===== config.mk =====
export PLATFORM = sky130hd
export DESIGN_NAME = digit_result_filter
export DESIGN_NICKNAME = d
export VERILOG_FILES = /design/src/rtl/digit_filter_pkg.sv /design/src/rtl/vsync_edge_det.sv /design/src/rtl/digit_result_filter.sv
export SDC_FILE = /design/constraint.sdc
export NUM_CORES = 1
export LEC_CHECK = 0
export BUFFER_PORTS_ARGS = -buffer_cell sky130_fd_sc_hd__buf_4
export CAP_MARGIN = 20
export CORE_MARGIN = 2
export CORE_UTILIZATION = 53
export CTS_CLUSTER_DIAMETER = 200
export DETAILED_ROUTE_END_ITERATION = 10
export PLACE_DENSITY = 0.75
export SYNTH_ARGS = -nofsm -noshare
export SYNTH_HDL_FRONTEND = slang
export SYNTH_SLANG_ARGS = --single-unit

===== constraint.sdc =====
create_clock -name clk -period 2.83 [get_ports clk]
set_input_delay 0.283 -clock clk [delete_from_list [all_inputs] [get_ports clk]]
set_output_delay 0.283 -clock clk [all_outputs]
set_load 0.02 [all_outputs]

===== src/rtl/digit_filter_pkg.sv =====
// Shared types and helpers for the digit result filter: FSM states,
// the blank display code and the per-nibble BCD validity test.
package digit_filter_pkg;

  typedef enum logic [1:0] {
    IDLE   = 2'd0,
    TRACK  = 2'd1,
    LOCKED = 2'd2
  } filt_state_t;

  localparam logic [23:0] BLANK_DEFAULT = 24'hFFFFFF;

  // 0-9 are digits and F is a leading blank; A..E only appear on a misread.
  function automatic logic bcd_sample_ok(input logic [23:0] v);
    logic ok;
    ok = 1'b1;
    for (int i = 0; i < 6; i++) begin
      if (v[4*i +: 4] inside {[4'hA:4'hE]}) ok = 1'b0;
    end
    return ok;
  endfunction

endpackage


===== src/rtl/vsync_edge_det.sv =====
// Frame-end strobe: one cycle on the inactive-to-active transition of vsync.
// After reset an edge only counts once vsync has been seen inactive.
module vsync_edge_det #(
  parameter bit ACTIVE_LOW = 1'b1
) (
  input  logic clk,
  input  logic rst,
  input  logic frame_vsync,
  output logic fe
);

  logic act;
  logic act_q;
  logic armed;

  assign act = ACTIVE_LOW ? ~frame_vsync : frame_vsync;

  always_ff @(posedge clk or posedge rst) begin
    if (rst) begin
      act_q <= 1'b0;
      armed <= 1'b0;
    end else begin
      act_q <= act;
      armed <= armed | ~act;
    end
  end

  assign fe = act & ~act_q & armed;

endmodule


===== src/rtl/digit_result_filter.sv =====
// Temporal filter for the per-frame BCD recognition result: a value reaches
// the display only after STABLE_FRAMES identical valid frames; blanks on frame loss.
module digit_result_filter
  import digit_filter_pkg::*;
#(
  parameter int unsigned STABLE_FRAMES = 3,
  parameter int unsigned TIMEOUT_CYC   = 33_000_000,
  parameter bit          VS_ACTIVE_LOW = 1'b1,
  parameter logic [23:0] BLANK_CODE    = BLANK_DEFAULT
) (
  input  logic        clk,
  input  logic        rst,
  input  logic        frame_vsync,
  input  logic [23:0] digit_in,
  output logic [23:0] digit_out,
  output logic        digit_upd,
  output logic        locked,
  output logic        timeout,
  output filt_state_t state_dbg
);

  localparam int unsigned TW = $clog2(TIMEOUT_CYC + 1);
  localparam logic [TW-1:0] TMO_MAX  = TW'(TIMEOUT_CYC);
  localparam logic [TW-1:0] TMO_PRE  = TW'(TIMEOUT_CYC - 1);
  localparam logic [3:0]    STABLE_N = 4'(STABLE_FRAMES);

  filt_state_t   state;
  filt_state_t   nxt_state;
  logic [23:0]   cand;
  logic [23:0]   nxt_cand;
  logic [3:0]    match_cnt;
  logic [3:0]    nxt_match;
  logic [TW-1:0] tmo_cnt;
  logic          fe;
  logic          sample_ok;
  logic          tmo_hit;
  logic          do_commit;
  logic          do_blank;

  vsync_edge_det #(.ACTIVE_LOW(VS_ACTIVE_LOW)) u_edge (
    .clk         (clk),
    .rst         (rst),
    .frame_vsync (frame_vsync),
    .fe          (fe)
  );

  assign sample_ok = bcd_sample_ok(digit_in);
  // Blanking fires on the edge where tmo_cnt would reach TIMEOUT_CYC; a frame end there wins.
  assign tmo_hit   = ~fe && (tmo_cnt == TMO_PRE);
  assign state_dbg = state;

  always_comb begin
    nxt_state = state;
    nxt_cand  = cand;
    nxt_match = match_cnt;
    do_commit = 1'b0;
    do_blank  = 1'b0;
    if (fe) begin
      if (!sample_ok) begin
        nxt_state = IDLE;
        nxt_match = 4'd0;
      end else if (state == LOCKED && digit_in == digit_out) begin
        nxt_state = LOCKED;
      end else if (state == TRACK && digit_in == cand) begin
        nxt_match = (match_cnt == 4'hF) ? 4'hF : match_cnt + 4'd1;
        if (nxt_match >= STABLE_N) begin
          do_commit = 1'b1;
          nxt_state = LOCKED;
        end
      end else begin
        nxt_cand  = digit_in;
        nxt_match = 4'd1;
        nxt_state = TRACK;
        if (STABLE_FRAMES == 1) begin
          do_commit = 1'b1;
          nxt_state = LOCKED;
        end
      end
    end else if (tmo_hit) begin
      do_blank  = 1'b1;
      nxt_state = IDLE;
      nxt_match = 4'd0;
    end
  end

  always_ff @(posedge clk or posedge rst) begin
    if (rst) begin
      state     <= IDLE;
      cand      <= BLANK_CODE;
      match_cnt <= 4'd0;
      tmo_cnt   <= '0;
      digit_out <= BLANK_CODE;
      digit_upd <= 1'b0;
      locked    <= 1'b0;
      timeout   <= 1'b0;
    end else begin
      state     <= nxt_state;
      cand      <= nxt_cand;
      match_cnt <= nxt_match;
      locked    <= (nxt_state == LOCKED);
      digit_upd <= (do_commit && nxt_cand != digit_out) ||
                   (do_blank && digit_out != BLANK_CODE);
      if (do_commit)     digit_out <= nxt_cand;
      else if (do_blank) digit_out <= BLANK_CODE;
      if (fe)            timeout <= 1'b0;
      else if (do_blank) timeout <= 1'b1;
      if (fe)                      tmo_cnt <= '0;
      else if (tmo_cnt != TMO_MAX) tmo_cnt <= tmo_cnt + TW'(1);
    end
  end

endmodule


==> impl_metrics.env <==
export IMPL_setup_tns_ps=0
export IMPL_synth_cells=499
export IMPL_drive_gt1_frac=0.3107
export IMPL_die_area_um2=9879
export IMPL_clk_pin_slew_ps=90
export IMPL_synth_edf_count=0
export IMPL_viasPerCell=5.908
export IMPL_power_frac_comb=0.196
export IMPL_rows=34
export IMPL_p_per_area_nw_per_um2=538.2
export IMPL_netlist_top_cells_area="dfstp_2 (26%), dfrtp_1 (19%), xor2_1 (8.2%)"
export IMPL_switching_share=0.2911
export IMPL_ys_ff_latch=84
export IMPL_period_share=0.9721
export IMPL_yosys_area_top_type_share=0.2615
export IMPL_synthTopCellsByCount="nor2_1 (56), dfstp_2 (48), xor2_1 (45)"
export IMPL_synthFlopType="dfstp_2"
export IMPL_htreeDepth=3
export IMPL_cts_tree="built"
export IMPL_synth_async_reset_ratio=1.000
export IMPL_nFillCells=718
export IMPL_drc=0
export IMPL_ant_nets=0
export IMPL_maxSlewViolCount=0
export IMPL_sequentialPowerShare=0.505
export IMPL_multi_input_area_um2=2499
export IMPL_yosysTopAreaCell="dfstp_2"
export IMPL_skew_ps=12.36
export IMPL_vias=4118
export IMPL_hold_buffers=0
export IMPL_finalHoldViolCount=0
export IMPL_leakagePower_nw=2.496
export IMPL_die_x_um=99.40
export IMPL_yosysSeqAreaShare=0.4482
export IMPL_syn_area_per_cell_um2=9.666
export IMPL_crit_path_end_kind="flop"
export IMPL_numCtsBuffers=9
export IMPL_syn_nets=529
export IMPL_overflow=0
export IMPL_start_kind="flop"
export IMPL_wl_per_cell_um=18.90
export IMPL_antenna_found_initial=0
export IMPL_seqCellArea_um2=2162
export IMPL_syn_area_um2=4823
export IMPL_start_util=0.5504
export IMPL_gp_congestion=0.9850
export IMPL_cts_buffer_depth=2
export IMPL_dr_pass1_iters=5
export IMPL_root_buffer="clkbuf_8"
export IMPL_outcome="finished clean"
export IMPL_grt_usage=0.2751
export IMPL_max_freq_mhz=363.5
export IMPL_hp_class="in -> async"
export IMPL_wirelength_um=13170
export IMPL_cts_sinks=84
export IMPL_worst_pin_slew_ps=724.2
export IMPL_core_area_um2=8763
export IMPL_io_buffers=55
export IMPL_cp_max_fo=4
export IMPL_worst_ep_required_time_ps=3050
export IMPL_fin_nets=614
export IMPL_area_growth_pct=20.13
export IMPL_ir_worst_vdd_v=0.0003054
export IMPL_setup_viol=0
export IMPL_path_class="reg -> reg"
export IMPL_grt_pass1_vias=3992
export IMPL_fin_crit_ps=2751
export IMPL_grt_max_degree=49
export IMPL_final_util=0.6612
export IMPL_rsz0062_at_grt="no"
export IMPL_yosysMostFrequentCell="nor2_1"
export IMPL_hpwl_um=9794
export IMPL_drtIter0Drc=274
export IMPL_ys_warn_count=0
export IMPL_chipHeight_um=99.40
export IMPL_switchingPower_mw=0.9077
export IMPL_ios=56
export IMPL_p_clk_frac=0.299
export IMPL_arrival_ps=2980
export IMPL_cap_viol_max_count=0
export IMPL_slew_headroom=0.5167
export IMPL_n_antenna_cell=0
export IMPL_p_int_mw=2.211
export IMPL_yosysUniqueCellTypes=53
export IMPL_clock_latency_ps=360
export IMPL_grt_pass1_wl_um=21200
-- path summary, 6_finish.rpt --
| check | from | end | cells past startpoint | slack [ps] |
|---|---|---|---|---|
| max reg2reg | digit_out[3]$_DFFE_PP1P_ | digit_upd$_DFF_PP0_ | 8 | 80 |
| min reg2reg | u_edge.armed$_DFF_PP0_ | u_edge.armed$_DFF_PP0_ | 1 | 500 |
| min | rst | locked$_DFF_PP0_ | 2 | 20 |
| min in group clk | frame_vsync | u_edge.act_q$_DFF_PP0_ | 2 | 100 |
| max | digit_out[3]$_DFFE_PP1P_ | digit_upd$_DFF_PP0_ | 8 | 80 |
| max in group asynchronous | rst | cand[8]$_DFF_PP1_ | 3 | 2010 |
-- registers in the layout, indices dropped and copies added, names as in the netlist --
register      cells
cand             24
locked            1
state_dbg         2
tmo_cnt          25
digit_out        24
u_edge.act_q      1
digit_upd         1
u_edge.armed      1
match_cnt         4
timeout           1
-- timing repair --
action | CTS | global route
endpoints found under the setup margin | 0 | 1
gates resized for setup | 0 | 2
buffers inserted | 0 | 1
-- cell type report --
cell class,instances,share of cell area
repair buffers,89,0.1175
multi-input cells,372,0.4312
clock inverters,4,0.01317
clock buffers,12,0.02332
well taps,108,0.02332
inverters,28,0.01835
flip-flops and latches,84,0.3731
-- layer usage --
layer  part of all wire  vias to the layer above  GRT usage
met2               0.47                      165     0.4324
met1               0.44                     2023     0.3940
met3              0.065                       23    0.03654
met5                  0                        -          0
li1                   -                     1907          -
met4              0.022                        0    0.09694
-- cell families after synthesis --
family | count (synthesis) | share of synthesized area
fa+ha+maj | 3 | 0.007783
buf+inv | 43 | 0.03917
compound gates | 74 | 0.09494
mux | 28 | 0.06304
simple gates | 188 | 0.2018
flops | 84 | 0.4482
xor+xnor | 79 | 0.1450
-- cell usage in the layout (no fill, tap or decap), types with 12 or more instances in the layout --
cell type  instances
buf_4             88
nor2_1            55
dfstp_2           48
xor2_1            45
dfrtp_1           36
nand2_1           35
o21ai_0           34
xnor2_1           33
inv_1             27
nand4_1           19
mux2_2            19
nand3_1           15
a21oi_1           12
-- critical path: stages, from the launching register on --
cell,delay [ps]
dfstp_2,550
xnor2_1,130
o211ai_1,170
or4_4,530
or2_4,270
nand3_4,100
mux2_2,380
a2111oi_2,370
a31oi_1,130
-- stage by stage --
step                      worst slack [ps]  power (mW)  instance area (um2)  hold slack [ps]  std cells
after floorplan                      36.77       1.950                 4823            342.4        499
after global placement              -21.47       2.159                 5564            416.6        680
after detailed placement             34.91       2.185                 5564            420.3        680
after CTS                            21.46       3.125                 5776            25.39        696
after global routing                 6.919       3.255                 5794            55.53        697
final                                79.00       3.119                 5794            16.87        697
-- power by group through the flow --
stage	Sequential (mW)	Clock [mW]	Combinational [mW]
3_3_place_gp	1.58	0	0.578
2_1_floorplan	1.54	0	0.406
5_1_grt	1.60	0.996	0.662
6_report	1.58	0.932	0.610
4_1_cts	1.57	0.954	0.598
3_5_place_dp	1.59	0	0.592
No activity file was read; power rests on OpenSTA's default activity.
